--- config.mk ---
export PLATFORM = sky130hd
export DESIGN_NAME = mdu_ctrl_flat
export DESIGN_NICKNAME = d
export VERILOG_FILES = /design/src/rtl/mdu_ctrl_if.sv /design/src/rtl/mdu_ctrl.sv /design/src/flat_wrapper.sv
export SDC_FILE = /design/constraint.sdc
export NUM_CORES = 2
export LEC_CHECK = 0
export ABC_AREA = 0
export CAP_MARGIN = 20
export CORE_UTILIZATION = 30
export DETAILED_ROUTE_END_ITERATION = 10
export GPL_TIMING_DRIVEN = 0
export PLACE_DENSITY = 0.56
export RECOVER_POWER = 50
export SLEW_MARGIN = 20
export SYNTH_ARGS = -nofsm -noshare
export SYNTH_HDL_FRONTEND = slang
export SYNTH_SLANG_ARGS = --single-unit
--- constraint.sdc ---
create_clock -name clk -period 23.2 [get_ports clk]
set_input_delay 3.48 -clock clk [delete_from_list [all_inputs] [get_ports clk]]
set_output_delay 3.48 -clock clk [all_outputs]
set_load 0.02 [all_outputs]
--- src/rtl/mdu_ctrl_if.sv ---
// mdu_ctrl_if: EX-side request, writeback response and flush bundle of the M-extension sequencer
interface mdu_ctrl_if #(parameter int XLEN = 32);
    logic            req_valid;
    logic            req_ready;
    logic [2:0]      req_funct3;
    logic            req_word;
    logic [XLEN-1:0] req_rs1;
    logic [XLEN-1:0] req_rs2;
    logic [4:0]      req_rd;
    logic            flush;
    logic            busy;
    logic            resp_valid;
    logic            resp_ready;
    logic [XLEN-1:0] resp_data;
    logic [4:0]      resp_rd;

    modport master (
        output req_valid, req_funct3, req_word, req_rs1, req_rs2, req_rd, flush, resp_ready,
        input  req_ready, busy, resp_valid, resp_data, resp_rd
    );

    modport slave (
        input  req_valid, req_funct3, req_word, req_rs1, req_rs2, req_rd, flush, resp_ready,
        output req_ready, busy, resp_valid, resp_data, resp_rd
    );
endinterface

--- src/rtl/mdu_ctrl.sv ---
// mdu_ctrl: M-extension sequencer with internal multiplier and external iterative divider launch
module mdu_ctrl #(
    parameter int XLEN = 32
) (
    input  logic            clk,
    input  logic            reset,
    mdu_ctrl_if.slave       bus,
    output logic            div_start,
    output logic [1:0]      div_op,
    output logic            div_word,
    output logic [XLEN-1:0] div_dividend,
    output logic [XLEN-1:0] div_divisor,
    input  logic [XLEN-1:0] div_result,
    input  logic            div_busy,
    input  logic            div_ready
);
    typedef enum logic [2:0] {IDLE, MUL, DIV_ISSUE, DIV_WAIT, DRAIN, RESP} state_t;

    state_t            state, state_nxt;
    logic [XLEN-1:0]   a_q, b_q, a_in, b_in, resp_data_q;
    logic [1:0]        op_q;
    logic              word_q;
    logic [4:0]        rd_q;
    logic              accept, sa, sb;
    logic [2*XLEN-1:0] ea, eb, prod;
    logic [XLEN-1:0]   mul_raw, mul_res, div_res;

    assign accept = bus.req_valid && bus.req_ready;

    // Signed (XLEN+1)x(XLEN+1) product; MULHU is the only op with unsigned rs1, MUL/MULH the only ones with signed rs2
    assign sa      = op_q != 2'b11;
    assign sb      = !op_q[1];
    assign ea      = {{XLEN{sa & a_q[XLEN-1]}}, a_q};
    assign eb      = {{XLEN{sb & b_q[XLEN-1]}}, b_q};
    assign prod    = ea * eb;
    assign mul_raw = (op_q == 2'b00) ? prod[XLEN-1:0] : prod[2*XLEN-1:XLEN];

    generate
        if (XLEN == 64) begin : g_rv64
            logic op_signed;
            // DIVUW/REMUW zero-extend their operands; every other W op sign-extends
            assign op_signed = !(bus.req_funct3[2] && bus.req_funct3[0]);
            assign a_in    = bus.req_word ? {{(XLEN-32){op_signed & bus.req_rs1[31]}}, bus.req_rs1[31:0]} : bus.req_rs1;
            assign b_in    = bus.req_word ? {{(XLEN-32){op_signed & bus.req_rs2[31]}}, bus.req_rs2[31:0]} : bus.req_rs2;
            // W results are re-extended here so a divider that leaves upper bits dirty cannot leak them
            assign mul_res = word_q ? {{(XLEN-32){mul_raw[31]}}, mul_raw[31:0]} : mul_raw;
            assign div_res = word_q ? {{(XLEN-32){div_result[31]}}, div_result[31:0]} : div_result;
        end else begin : g_rv32
            assign a_in    = bus.req_rs1;
            assign b_in    = bus.req_rs2;
            assign mul_res = mul_raw;
            assign div_res = div_result;
        end
    endgenerate

    // State register
    always_ff @(posedge clk) begin
        if (reset) state <= IDLE;
        else       state <= state_nxt;
    end

    // Next-state: flush in DIV_WAIT must still drain the divider unless its result lands in the same cycle
    always_comb begin
        state_nxt = state;
        case (state)
            IDLE:      if (accept) state_nxt = bus.req_funct3[2] ? DIV_ISSUE : MUL;
            MUL:       state_nxt = bus.flush ? IDLE : RESP;
            DIV_ISSUE: state_nxt = bus.flush ? IDLE : (div_busy ? DIV_ISSUE : DIV_WAIT);
            DIV_WAIT:  state_nxt = bus.flush ? (div_ready ? IDLE : DRAIN) : (div_ready ? RESP : DIV_WAIT);
            DRAIN:     state_nxt = div_ready ? IDLE : DRAIN;
            RESP:      state_nxt = (bus.resp_ready || bus.flush) ? IDLE : RESP;
            default:   state_nxt = IDLE;
        endcase
    end

    // Outputs decoded from state; div_start never fires into a busy divider or a flushed op
    always_comb begin
        bus.req_ready  = (state == IDLE) && !bus.flush;
        bus.busy       = state != IDLE;
        bus.resp_valid = state == RESP;
        div_start      = (state == DIV_ISSUE) && !div_busy && !bus.flush;
    end

    // Operand/tag capture on accept and result capture; operands stay put until the next accept
    always_ff @(posedge clk) begin
        if (reset) begin
            a_q         <= '0;
            b_q         <= '0;
            op_q        <= '0;
            word_q      <= 1'b0;
            rd_q        <= '0;
            resp_data_q <= '0;
        end else begin
            if (accept) begin
                a_q    <= a_in;
                b_q    <= b_in;
                op_q   <= bus.req_funct3[1:0];
                word_q <= bus.req_word;
                rd_q   <= bus.req_rd;
            end
            if (state == MUL && !bus.flush)
                resp_data_q <= mul_res;
            if (state == DIV_WAIT && div_ready && !bus.flush)
                resp_data_q <= div_res;
        end
    end

    assign bus.resp_data = resp_data_q;
    assign bus.resp_rd   = rd_q;
    assign div_dividend  = a_q;
    assign div_divisor   = b_q;
    assign div_op        = op_q;
    assign div_word      = word_q;
endmodule

--- src/flat_wrapper.sv ---
// flat-port wrapper written by rule: the top's interface ports become plain ports
module mdu_ctrl_flat 
#(
    parameter int XLEN = 32
)
  (clk, reset, div_start, div_op, div_word, div_dividend, div_divisor, div_result, div_busy, div_ready, bus_req_valid, bus_req_funct3, bus_req_word, bus_req_rs1, bus_req_rs2, bus_req_rd, bus_flush, bus_resp_ready, bus_req_ready, bus_busy, bus_resp_valid, bus_resp_data, bus_resp_rd);
  mdu_ctrl_if #(.XLEN(XLEN)) bus_i ();
  input  logic clk;
  input  logic reset;
  output logic div_start;
  output logic [1:0] div_op;
  output logic div_word;
  output logic [XLEN-1:0] div_dividend;
  output logic [XLEN-1:0] div_divisor;
  input  logic [XLEN-1:0] div_result;
  input  logic div_busy;
  input  logic div_ready;
  input wire logic [$bits(bus_i.req_valid)-1:0] bus_req_valid;
  input wire logic [$bits(bus_i.req_funct3)-1:0] bus_req_funct3;
  input wire logic [$bits(bus_i.req_word)-1:0] bus_req_word;
  input wire logic [$bits(bus_i.req_rs1)-1:0] bus_req_rs1;
  input wire logic [$bits(bus_i.req_rs2)-1:0] bus_req_rs2;
  input wire logic [$bits(bus_i.req_rd)-1:0] bus_req_rd;
  input wire logic [$bits(bus_i.flush)-1:0] bus_flush;
  input wire logic [$bits(bus_i.resp_ready)-1:0] bus_resp_ready;
  output wire logic [$bits(bus_i.req_ready)-1:0] bus_req_ready;
  output wire logic [$bits(bus_i.busy)-1:0] bus_busy;
  output wire logic [$bits(bus_i.resp_valid)-1:0] bus_resp_valid;
  output wire logic [$bits(bus_i.resp_data)-1:0] bus_resp_data;
  output wire logic [$bits(bus_i.resp_rd)-1:0] bus_resp_rd;
  assign bus_i.req_valid = bus_req_valid;
  assign bus_i.req_funct3 = bus_req_funct3;
  assign bus_i.req_word = bus_req_word;
  assign bus_i.req_rs1 = bus_req_rs1;
  assign bus_i.req_rs2 = bus_req_rs2;
  assign bus_i.req_rd = bus_req_rd;
  assign bus_i.flush = bus_flush;
  assign bus_i.resp_ready = bus_resp_ready;
  assign bus_req_ready = bus_i.req_ready;
  assign bus_busy = bus_i.busy;
  assign bus_resp_valid = bus_i.resp_valid;
  assign bus_resp_data = bus_i.resp_data;
  assign bus_resp_rd = bus_i.resp_rd;
  mdu_ctrl #(.XLEN(XLEN)) u_core (.clk(clk), .reset(reset), .bus(bus_i), .div_start(div_start), .div_op(div_op), .div_word(div_word), .div_dividend(div_dividend), .div_divisor(div_divisor), .div_result(div_result), .div_busy(div_busy), .div_ready(div_ready));
endmodule
==> impl_metrics.ini <==
[sta]
clock_skew_ns = 0.0281
max_freq_ghz = 0.0875
min_period_ns = 11.43
final.period_utilization_pct = 49.3
setup_viol = 0
rsz0062_at_grt = no
fin_setup_tns_ns = 0
slew_violations = 0
max_slew_margin_pct = 8.27
max_slew.worst_pin.slew_ns = 1.38
hold_viol_final = 0

[hold_path]
hp-class = reg2reg

[grt]
grt-ovfl-total = 0
grt_max_degree = 22
gr-usage-all-layers_pct = 23.9
antenna_found_initial = 15
grt_pass1_wl_microns = 242000
grt_pass1_vias = 35200

[clock_network]
insertion_delay_ns = 0.46
cts-root-buf = clkbuf_16
cts_sinks = 107
clockBufferDepth = 2
cts_tree = done
postCtsSetupRepairBufs = 0
htree_levels = 3
cts.clk_slew.worst_paths_ns = 0.10
cts_buffers = 9
cts_resized = 0
postCtsHoldBufs = 0

[die]
start_util_pct = 30.4
fp.dieArea_sq_um = 141000
die_w_microns = 376
core_sq_um = 138000
rows = 136
ios = 220
dieHeight_microns = 376

[placement]
dp_hpwl_microns = 143000
gp_congestion = 0.974
placed_cell_area_sq_um = 46500
port_buffers = 218

[detailed_routing]
drc = 0
drtPass1Iterations = 5
wl_per_cell_microns = 24.4
ant_nets = 0
num_vias = 33500
postRouteWirelength_microns = 166000
drt_iter0_drc = 3140
avgViaCountPerCell = 4.93

[finish]
synthToLayoutAreaGrowth_pct = 11.6
drive_gt1_share_pct = 0.932
multiInputGateArea_sq_um = 34700
finalNetCount = 6378
regArea_sq_um = 2140
fin_area_sq_um = 46800
fill_cells = 14500

[logic_synthesis]
synth_cells = 4697
ys_seq_elements = 107
yosysWarnings = 0
synth_nets = 6147
synth_ff_type = dfxtp_1
async_flop_share_pct = 0
yosysMostFrequentCell = fa_1
synth_top_area_share_pct = 53.7
synth_top_cell_by_area = fa_1
synth_area_leaders = fa_1 54%, inv_1 9.8%, nand2_1 8.2%
syn_area_sq_um = 41900
seq_area_frac_synth_pct = 5.11
synth-edff-count = 0
synth.avg_cell_area_sq_um = 8.93
synthTopCellsByCount = 1125 x fa_1, 1092 x inv_1, 912 x nand2_1
synth_cell_types = 65

[worst_setup_path]
cp_max_fo = 11
end_kind = flop
slowest_delay_ns = 0.88
cp_slowest_cell = fa_1
crit_arrival_ns = 11.81
required_ns = 23.58
path_class = reg2reg
cp_num_buf_inv = 8
cp_common_cell = fa_1
cp_top_family = adder cells
startpoint_type = flop

[pwr]
p_leak_nw = 22.4
vdd_ir_drop_max_uv = 29.5
power-per-cell-area_nw_per_um2 = 23.0

[status]
status = finished clean

[run]
drv_cap = 0
cell usage in the layout, fill, tap and decap left out, types with 22 or more instances in the layout:
cell type	count
a21o_1	26
a21oi_1	148
and2_1	367
clkbuf_1	265
clkdlybuf4s50_1	142
dfxtp_1	107
dlygate4sd3_1	76
fa_1	1124
ha_1	213
inv_1	1092
nand2_1	912
nor2_1	91
o21ai_0	53
xnor2_1	51
xor2_1	22
cell type report:
cell class	count	area share, %
Antenna cell	3	0.0160
Buffer	275	2.22
Clock buffer	10	0.510
Clock inverter	6	0.166
Inverter	1092	8.76
Multi-Input combinational cell	3223	74.0
Sequential cell	107	4.58
Tap cell	1863	4.98
Timing Repair Buffer	220	4.74
worst reg2reg max path: cells and delay by family, from the launching register on:
family / cells / cell delay (ns)
buffers and inverters: 8 / 2.77
adder cells (fa/ha/maj): 9 / 5.30
AO/OA/AOI/OAI: 7 / 2.01
AND/OR/NAND/NOR: 5 / 0.93
flip-flops: 1 / 0.35
flip-flops by register name, summed over array words and instances (netlist names):
name	count
u_core.bus.resp_data	32
u_core.div_dividend	32
u_core.div_divisor	32
u_core.bus.resp_rd	5
u_core.state	3
u_core.div_op	2
u_core.div_word	1
routing by layer:
layer  wire, microns  up-vias  GRT usage, %
li1                -    14100             -
met1           67900    17600          32.2
met2           75200     1566          37.6
met3           15600      261          4.74
met4            7480        4          9.50
met5              27        -             0
final timing paths:
| check | startpoint | end | slack, ns | cells past startpoint |
|---|---|---|---|---|
| worst max-delay path | u_core.div_dividend[31] | u_core.bus.resp_data[29] | 11.77 | 29 |
| worst min-delay path | u_core.bus.resp_rd[2] | u_core.bus.resp_rd[2] | 0.46 | 2 |
| worst max register to register | u_core.div_dividend[31] | u_core.bus.resp_data[29] | 11.77 | 29 |
| worst min register to register | u_core.bus.resp_rd[2] | u_core.bus.resp_rd[2] | 0.46 | 2 |
report_power, final:
part	switching, mW	internal (mW)
Sequential	0.0262	0.193
Combinational	0.454	0.223
Clock	0.102	0.0801
Total	0.582	0.496
stage by stage:
| stage | setup slack [ns] | util [%] | hold WS, ns | power [mW] | std cells |
|---|---|---|---|---|---|
| after detailed placement | 11.70 | 33.7 | 0.449 | 0.891 | 6779 |
| after floorplan | 14.40 | - | 0.535 | 0.585 | 4697 |
| after global routing | 11.32 | 33.9 | 0.489 | 1.14 | 6796 |
| after global placement | 11.41 | 33.7 | 0.442 | 0.892 | 6778 |
| after CTS | 11.63 | 33.9 | 0.463 | 1.08 | 6795 |
| final | 11.77 | 33.9 | 0.460 | 1.08 | 6799 |
cells by family (layout without fill, tap and decap cells):
group                      count (synthesis)  after routing  synth area share, %
AOI/OAI and AO/OA                        352            352                 5.24
buffers and inverters                   1367           1603                 12.2
DFF                                      107            107                 5.11
xor gates and xnor gates                  73             73                 1.52
and+or+nand+nor                         1456           1456                 15.7
muxes                                      4              4               0.0985
other                                      0              3                    0
adders and majority gates               1338           1338                 60.1
Power figures use the tool's default switching activity.
